$ cat config.mk
export PLATFORM = sky130hd
export DESIGN_NAME = axis_width_downsizer
export DESIGN_NICKNAME = d
export VERILOG_FILES = /design/src/rtl/axis_width_downsizer_pkg.sv /design/src/rtl/axis_width_downsizer_lane_pick.sv /design/src/rtl/axis_width_downsizer.sv
export SDC_FILE = /design/constraint.sdc
export NUM_CORES = 1
export LEC_CHECK = 0
export CAP_MARGIN = 20
export CORE_ASPECT_RATIO = 0.6
export CORE_MARGIN = 1.5
export CORE_UTILIZATION = 48
export DETAILED_ROUTE_END_ITERATION = 6
export PLACE_DENSITY = 0.76
export SLEW_MARGIN = 15
export SYNTH_ARGS = -nofsm -noshare
export SYNTH_HDL_FRONTEND = slang
export SYNTH_SLANG_ARGS = --single-unit
export TNS_END_PERCENT = 5
$ cat constraint.sdc
create_clock -name aclk -period 2.03 [get_ports aclk]
set_clock_uncertainty 0.2 [all_clocks]
set_input_delay 0.406 -clock aclk [delete_from_list [all_inputs] [get_ports aclk]]
set_output_delay 0.406 -clock aclk [all_outputs]
set_load 0.02 [all_outputs]
$ cat src/rtl/axis_width_downsizer_pkg.sv
// Shared helpers for the AXI-Stream width conversion blocks: lane sizing,
// one-hot detection and parameter legality.
package axis_pkg;

  localparam int unsigned AXIS_BYTE_W   = 8;
  localparam int unsigned AXIS_MASK_MAX = 64;

  function automatic int unsigned lane_count(input int unsigned in_w,
                                             input int unsigned out_w);
    return (out_w == 0) ? 0 : in_w / out_w;
  endfunction

  // True when exactly one bit of the mask is set.
  function automatic logic onehot_check(input logic [AXIS_MASK_MAX-1:0] mask);
    return (mask != '0) && ((mask & (mask - 64'd1)) == '0);
  endfunction

  function automatic logic widths_ok(input int unsigned in_w,
                                     input int unsigned out_w);
    return (out_w != 0) &&
           (in_w % out_w == 0) &&
           (out_w % AXIS_BYTE_W == 0) &&
           (in_w % AXIS_BYTE_W == 0) &&
           (in_w / out_w >= 2) &&
           (in_w / out_w <= AXIS_MASK_MAX);
  endfunction

endpackage

$ cat src/rtl/axis_width_downsizer_lane_pick.sv
// Combinational lane selector: lowest pending lane, single-lane-left flag and
// any-pending flag for a lane mask.
module axis_lane_pick
  import axis_pkg::*;
#(
  parameter int unsigned RATIO = 4,
  localparam int unsigned IDX_W = (RATIO > 1) ? $clog2(RATIO) : 1
) (
  input  logic [RATIO-1:0] mask_i,
  output logic [IDX_W-1:0] idx_o,
  output logic             is_last_o,
  output logic             any_o
);

  logic [AXIS_MASK_MAX-1:0] mask_ext;

  always_comb begin
    mask_ext              = '0;
    mask_ext[RATIO-1:0]   = mask_i;
  end

  // Scan from the top down so the lowest set bit wins.
  always_comb begin
    idx_o = '0;
    for (int unsigned i = RATIO; i > 0; i--) begin
      if (mask_i[i-1]) begin
        idx_o = IDX_W'(i - 1);
      end
    end
  end

  assign is_last_o = onehot_check(mask_ext);
  assign any_o     = |mask_i;

endmodule

$ cat src/rtl/axis_width_downsizer.sv
// Splits each wide AXI-Stream beat into narrow lanes, LSB lane first, skipping
// lanes with no kept bytes and moving tlast onto the final emitted lane.
module axis_width_downsizer
  import axis_pkg::*;
#(
  parameter int unsigned IN_WIDTH  = 32,
  parameter int unsigned OUT_WIDTH = 8
) (
  input  logic                   aclk,
  input  logic                   areset_n,
  output logic                   s_axis_tready,
  input  logic                   s_axis_tvalid,
  input  logic [IN_WIDTH-1:0]    s_axis_tdata,
  input  logic [IN_WIDTH/8-1:0]  s_axis_tkeep,
  input  logic                   s_axis_tlast,
  input  logic                   m_axis_tready,
  output logic                   m_axis_tvalid,
  output logic [OUT_WIDTH-1:0]   m_axis_tdata,
  output logic [OUT_WIDTH/8-1:0] m_axis_tkeep,
  output logic                   m_axis_tlast
);

  localparam int unsigned RATIO    = lane_count(IN_WIDTH, OUT_WIDTH);
  localparam int unsigned KEEP_IN  = IN_WIDTH / 8;
  localparam int unsigned KEEP_OUT = OUT_WIDTH / 8;
  localparam int unsigned IDX_W    = (RATIO > 1) ? $clog2(RATIO) : 1;

  localparam logic [0:0] ST_IDLE = 1'b0;
  localparam logic [0:0] ST_SEND = 1'b1;

  if (!widths_ok(IN_WIDTH, OUT_WIDTH)) begin : g_bad_widths
    $error("axis_width_downsizer: IN_WIDTH must be a multiple of OUT_WIDTH, OUT_WIDTH a multiple of 8, ratio >= 2");
  end

  logic [IN_WIDTH-1:0] hold_data_q, hold_data_d;
  logic [KEEP_IN-1:0]  hold_keep_q, hold_keep_d;
  logic                hold_last_q, hold_last_d;
  logic [RATIO-1:0]    lane_pend_q, lane_pend_d;
  logic                rdy_en_q;

  logic [IDX_W-1:0]     cur_idx;
  logic                 one_left;
  logic                 any_pend;
  logic [0:0]           state;
  logic [RATIO-1:0]     in_mask;
  logic [RATIO-1:0]     load_mask;
  logic [OUT_WIDTH-1:0] lane_data [RATIO];
  logic [KEEP_OUT-1:0]  lane_keep [RATIO];
  logic                 m_fire;
  logic                 s_fire;

  axis_lane_pick #(
    .RATIO (RATIO)
  ) u_lane_pick (
    .mask_i    (lane_pend_q),
    .idx_o     (cur_idx),
    .is_last_o (one_left),
    .any_o     (any_pend)
  );

  assign state = any_pend ? ST_SEND : ST_IDLE;

  always_comb begin
    for (int unsigned i = 0; i < RATIO; i++) begin
      lane_data[i] = hold_data_q[i*OUT_WIDTH +: OUT_WIDTH];
      lane_keep[i] = hold_keep_q[i*KEEP_OUT +: KEEP_OUT];
      in_mask[i]   = |s_axis_tkeep[i*KEEP_OUT +: KEEP_OUT];
    end
  end

  // An all-null beat carrying tlast still emits lane 0 so the boundary survives.
  always_comb begin
    load_mask = in_mask;
    if ((in_mask == '0) && s_axis_tlast) begin
      load_mask = RATIO'(1);
    end
  end

  assign m_axis_tvalid = (state == ST_SEND);
  assign m_axis_tdata  = lane_data[cur_idx];
  assign m_axis_tkeep  = lane_keep[cur_idx];
  assign m_axis_tlast  = hold_last_q & one_left;

  assign s_axis_tready = rdy_en_q & ((state == ST_IDLE) | (one_left & m_axis_tready));

  assign m_fire = m_axis_tvalid & m_axis_tready;
  assign s_fire = s_axis_tvalid & s_axis_tready;

  always_comb begin
    hold_data_d = hold_data_q;
    hold_keep_d = hold_keep_q;
    hold_last_d = hold_last_q;
    lane_pend_d = lane_pend_q;
    if (m_fire) begin
      lane_pend_d[cur_idx] = 1'b0;
    end
    // Acceptance only happens with at most the final lane in flight, so the
    // reload safely overrides that lane's clear.
    if (s_fire) begin
      hold_data_d = s_axis_tdata;
      hold_keep_d = s_axis_tkeep;
      hold_last_d = s_axis_tlast;
      lane_pend_d = load_mask;
    end
  end

  always_ff @(posedge aclk) begin
    if (!areset_n) begin
      hold_data_q <= '0;
      hold_keep_q <= '0;
      hold_last_q <= 1'b0;
      lane_pend_q <= '0;
      rdy_en_q    <= 1'b0;
    end else begin
      hold_data_q <= hold_data_d;
      hold_keep_q <= hold_keep_d;
      hold_last_q <= hold_last_d;
      lane_pend_q <= lane_pend_d;
      rdy_en_q    <= 1'b1;
    end
  end

endmodule
==> results.tsv <==
metric	value	unit
status	finished with violations	
failing checks	negative setup slack	
critical path class	reg -> out	
Antenna Nets Post-Route	0	
most frequent cells in the layout	nand2_1 (79), dfxtp_1 (38), clkdlybuf4s50_1 (38)	
Mapped Cells	239	
FFs w/ async S/R, synth	0	
Synth cell types	34	
commonest non-fill, non-tap cell in the layout	nand2_1	
most frequently used flop master after synthesis	dfxtp_1	
Syn Std Cell Area	2030	um^2
clk slew on worst S/H paths	0.07	ns
final slew viol count	0	
grt ovf	0	
Layout Cells excl Fill	365	
total vias in the final route	1880	
max incr delay on CP	0.37	ns
final setup fails	11	
crit end category	output port	
Top delay family on crit path	flip-flops	
Crit-path slowest cell	dfxtp_4	
Crit path required time	1.42	ns
sequential fraction of the synthesis area	0.413	
Ys Warns	0	
Yosys reg bits	42	
final worst slack	-0.231	ns
P per Cell Area	695	nW/um^2
CTS sink count	42	
DP Cell Count	353	
num rows	18	
Routed WL	5370	um
post-place setup slack	-0.807	ns
CTS buffer count	5	
gr usage total	0.247	
die area	4650	um^2
Area after DPL	2720	um^2
crit path buf inv count	2	
num ports	53	
clk root buf	clkbuf_8	
Residual DRC	0	
post-route cell area	2960	um^2
Layout area overhead	45.3	%
cell taking the most area after synthesis	dfxtp_1	
nets	345	
dpl hpwl	3640	um
H-tree depth	2	
DR WL/cell	14.7	um
core outline area	4080	um^2
Fill cells	315	
Worst-Skew Late Latency	0.29	ns
Die H	53.4	um
min-delay worst type	reg -> reg	
chip width	87.1	um
DRT Pass-1 Iters	4	
CTS tree	built	
Starting Density	0.499	
clock tree buffer depth	2	
fmax	0.442	GHz
period utilization	1.11	
Crit Path Max Fanout	6	
Setup TNS	-1.31	ns
diode count	0	
Syn Nets	280	
main area contributors after synthesis	dfxtp_1 (41%), mux2i_1 (18%), nand2_1 (15%)	
Post-Syn Area per Cell	8.51	um^2
hold-fix buffers at CTS	0	
Initial DRC Count	126	
Slew @ Worst Pin	0.595	ns
initial antenna violation count	0	
VDD IR max	0.499	mV
largest net degree at the start of global routing	34	
RSZ-0062 raised after global routing	yes	
vias in the first global route	1756	
Pleak	1.19	nW
Rel. slew slack	0.603	
first-pass GRT wire length	8410	um
Port Buffers	52	
top-area cell type share of the netlist area	0.413	
Final Util	0.725	
Setup crit start kind	flop	
critical-path cell list	buf_6 -> maj3_2 -> o31a_1 -> nor2b_1 -> buf_4	
Tmin final	2.26	ns
CP Data Arrival Time	1.66	ns
layout cells sized above 1	0.236	
routed vias/inst	5.15	
Hold Violations, Final	0	
count of maximum capacitance violations	0	
Post-synth EDFFs	0	
Final Wtd Congestion	0.897	
==> repair_timing <==
item,4_1_cts,5_1_grt
setup endpoints to repair,49,45
pin swaps,4,4
gates resized for setup,86,16
cloned,1,0
setup buffers,2,1
==> path summary, 6_finish.rpt <==
kind	from	end	slack, ns	cells after the start
worst max-delay path	lane_pend_q[2]$_SDFFE_PN0P_	s_axis_tready	-0.23	5
worst min-delay path	hold_data_q[16]$_SDFFE_PN0P_	hold_data_q[16]$_SDFFE_PN0P_	0.26	2
worst max register to register	lane_pend_q[2]$_SDFFE_PN0P_	hold_keep_q[1]$_SDFFE_PN0P_	0	7
worst min register to register	hold_data_q[16]$_SDFFE_PN0P_	hold_data_q[16]$_SDFFE_PN0P_	0.26	2
==> cells by family (layout without fill, tap and decap cells) <==
kind of cell | Yosys count | count (layout) | synth area share
compound gates | 40 | 40 | 0.136
xor+xnor | 1 | 1 | 0.00431
fa+ha+maj | 1 | 1 | 0.00553
buf+inv | 25 | 90 | 0.0738
simple gates | 93 | 94 | 0.185
flops | 42 | 42 | 0.413
mux | 37 | 37 | 0.182
==> tightest hold or removal path, stage by stage, from the launching register on <==
cell and delay [ns]:
dfxtp_1 0.31, nand2_1 0.05, mux2i_1 0.05
==> metrics by stage <==
step	hold WS, ns	total power, mW
2_1_floorplan	0.230	1.18
3_3_place_gp	0.243	1.38
3_5_place_dp	0.250	1.39
4_1_cts	0.261	2.03
5_1_grt	0.279	2.14
6_report	0.260	2.05
==> where the power goes <==
group | leakage [nW] | internal, mW | switching (mW)
logic | 0.786 | 0.252 | 0.230
registers | 0.347 | 0.883 | 0.0419
clock network | 0.0524 | 0.368 | 0.279
total | 1.19 | 1.50 | 0.550
==> metal layers <==
metal	vias to the layer above	wire, um	track usage
li1	948	-	-
met3	4	313	0.0499
met5	-	0	0
met4	0	29	0.0887
met1	878	2550	0.336
met2	50	2480	0.389
==> Yosys cell counts, drive strengths merged (2+ instances only) <==
library cell,instances
a22oi,17
buf,10
clkbuf,12
dfxtp,42
inv,3
mux2i,37
nand2,79
nand3,3
nor2,2
nor2b,2
nor3,2
o211ai,2
o21ai,12
o31ai,3
==> flip-flops by register name, summed over array words and instances, names as in the netlist <==
| name | cells |
|---|---|
| hold_last_q | 1 |
| hold_keep_q | 4 |
| hold_data_q | 32 |
| lane_pend_q | 4 |
| rdy_en_q | 1 |
==> layout make-up <==
| cell class | instances | area, um^2 | share of cell area |
|---|---|---|---|
| Timing Repair Buffer | 79 | 748 | 0.253 |
| Clock buffer | 7 | 76.3 | 0.0258 |
| Sequential cell | 42 | 851 | 0.288 |
| Clock inverter | 1 | 30.0 | 0.0102 |
| Multi-Input combinational cell | 173 | 1160 | 0.394 |
| Tap cell | 60 | 75.1 | 0.0254 |
| Inverter | 3 | 11.3 | 0.00381 |
No activity file was read; power rests on OpenSTA's default activity.
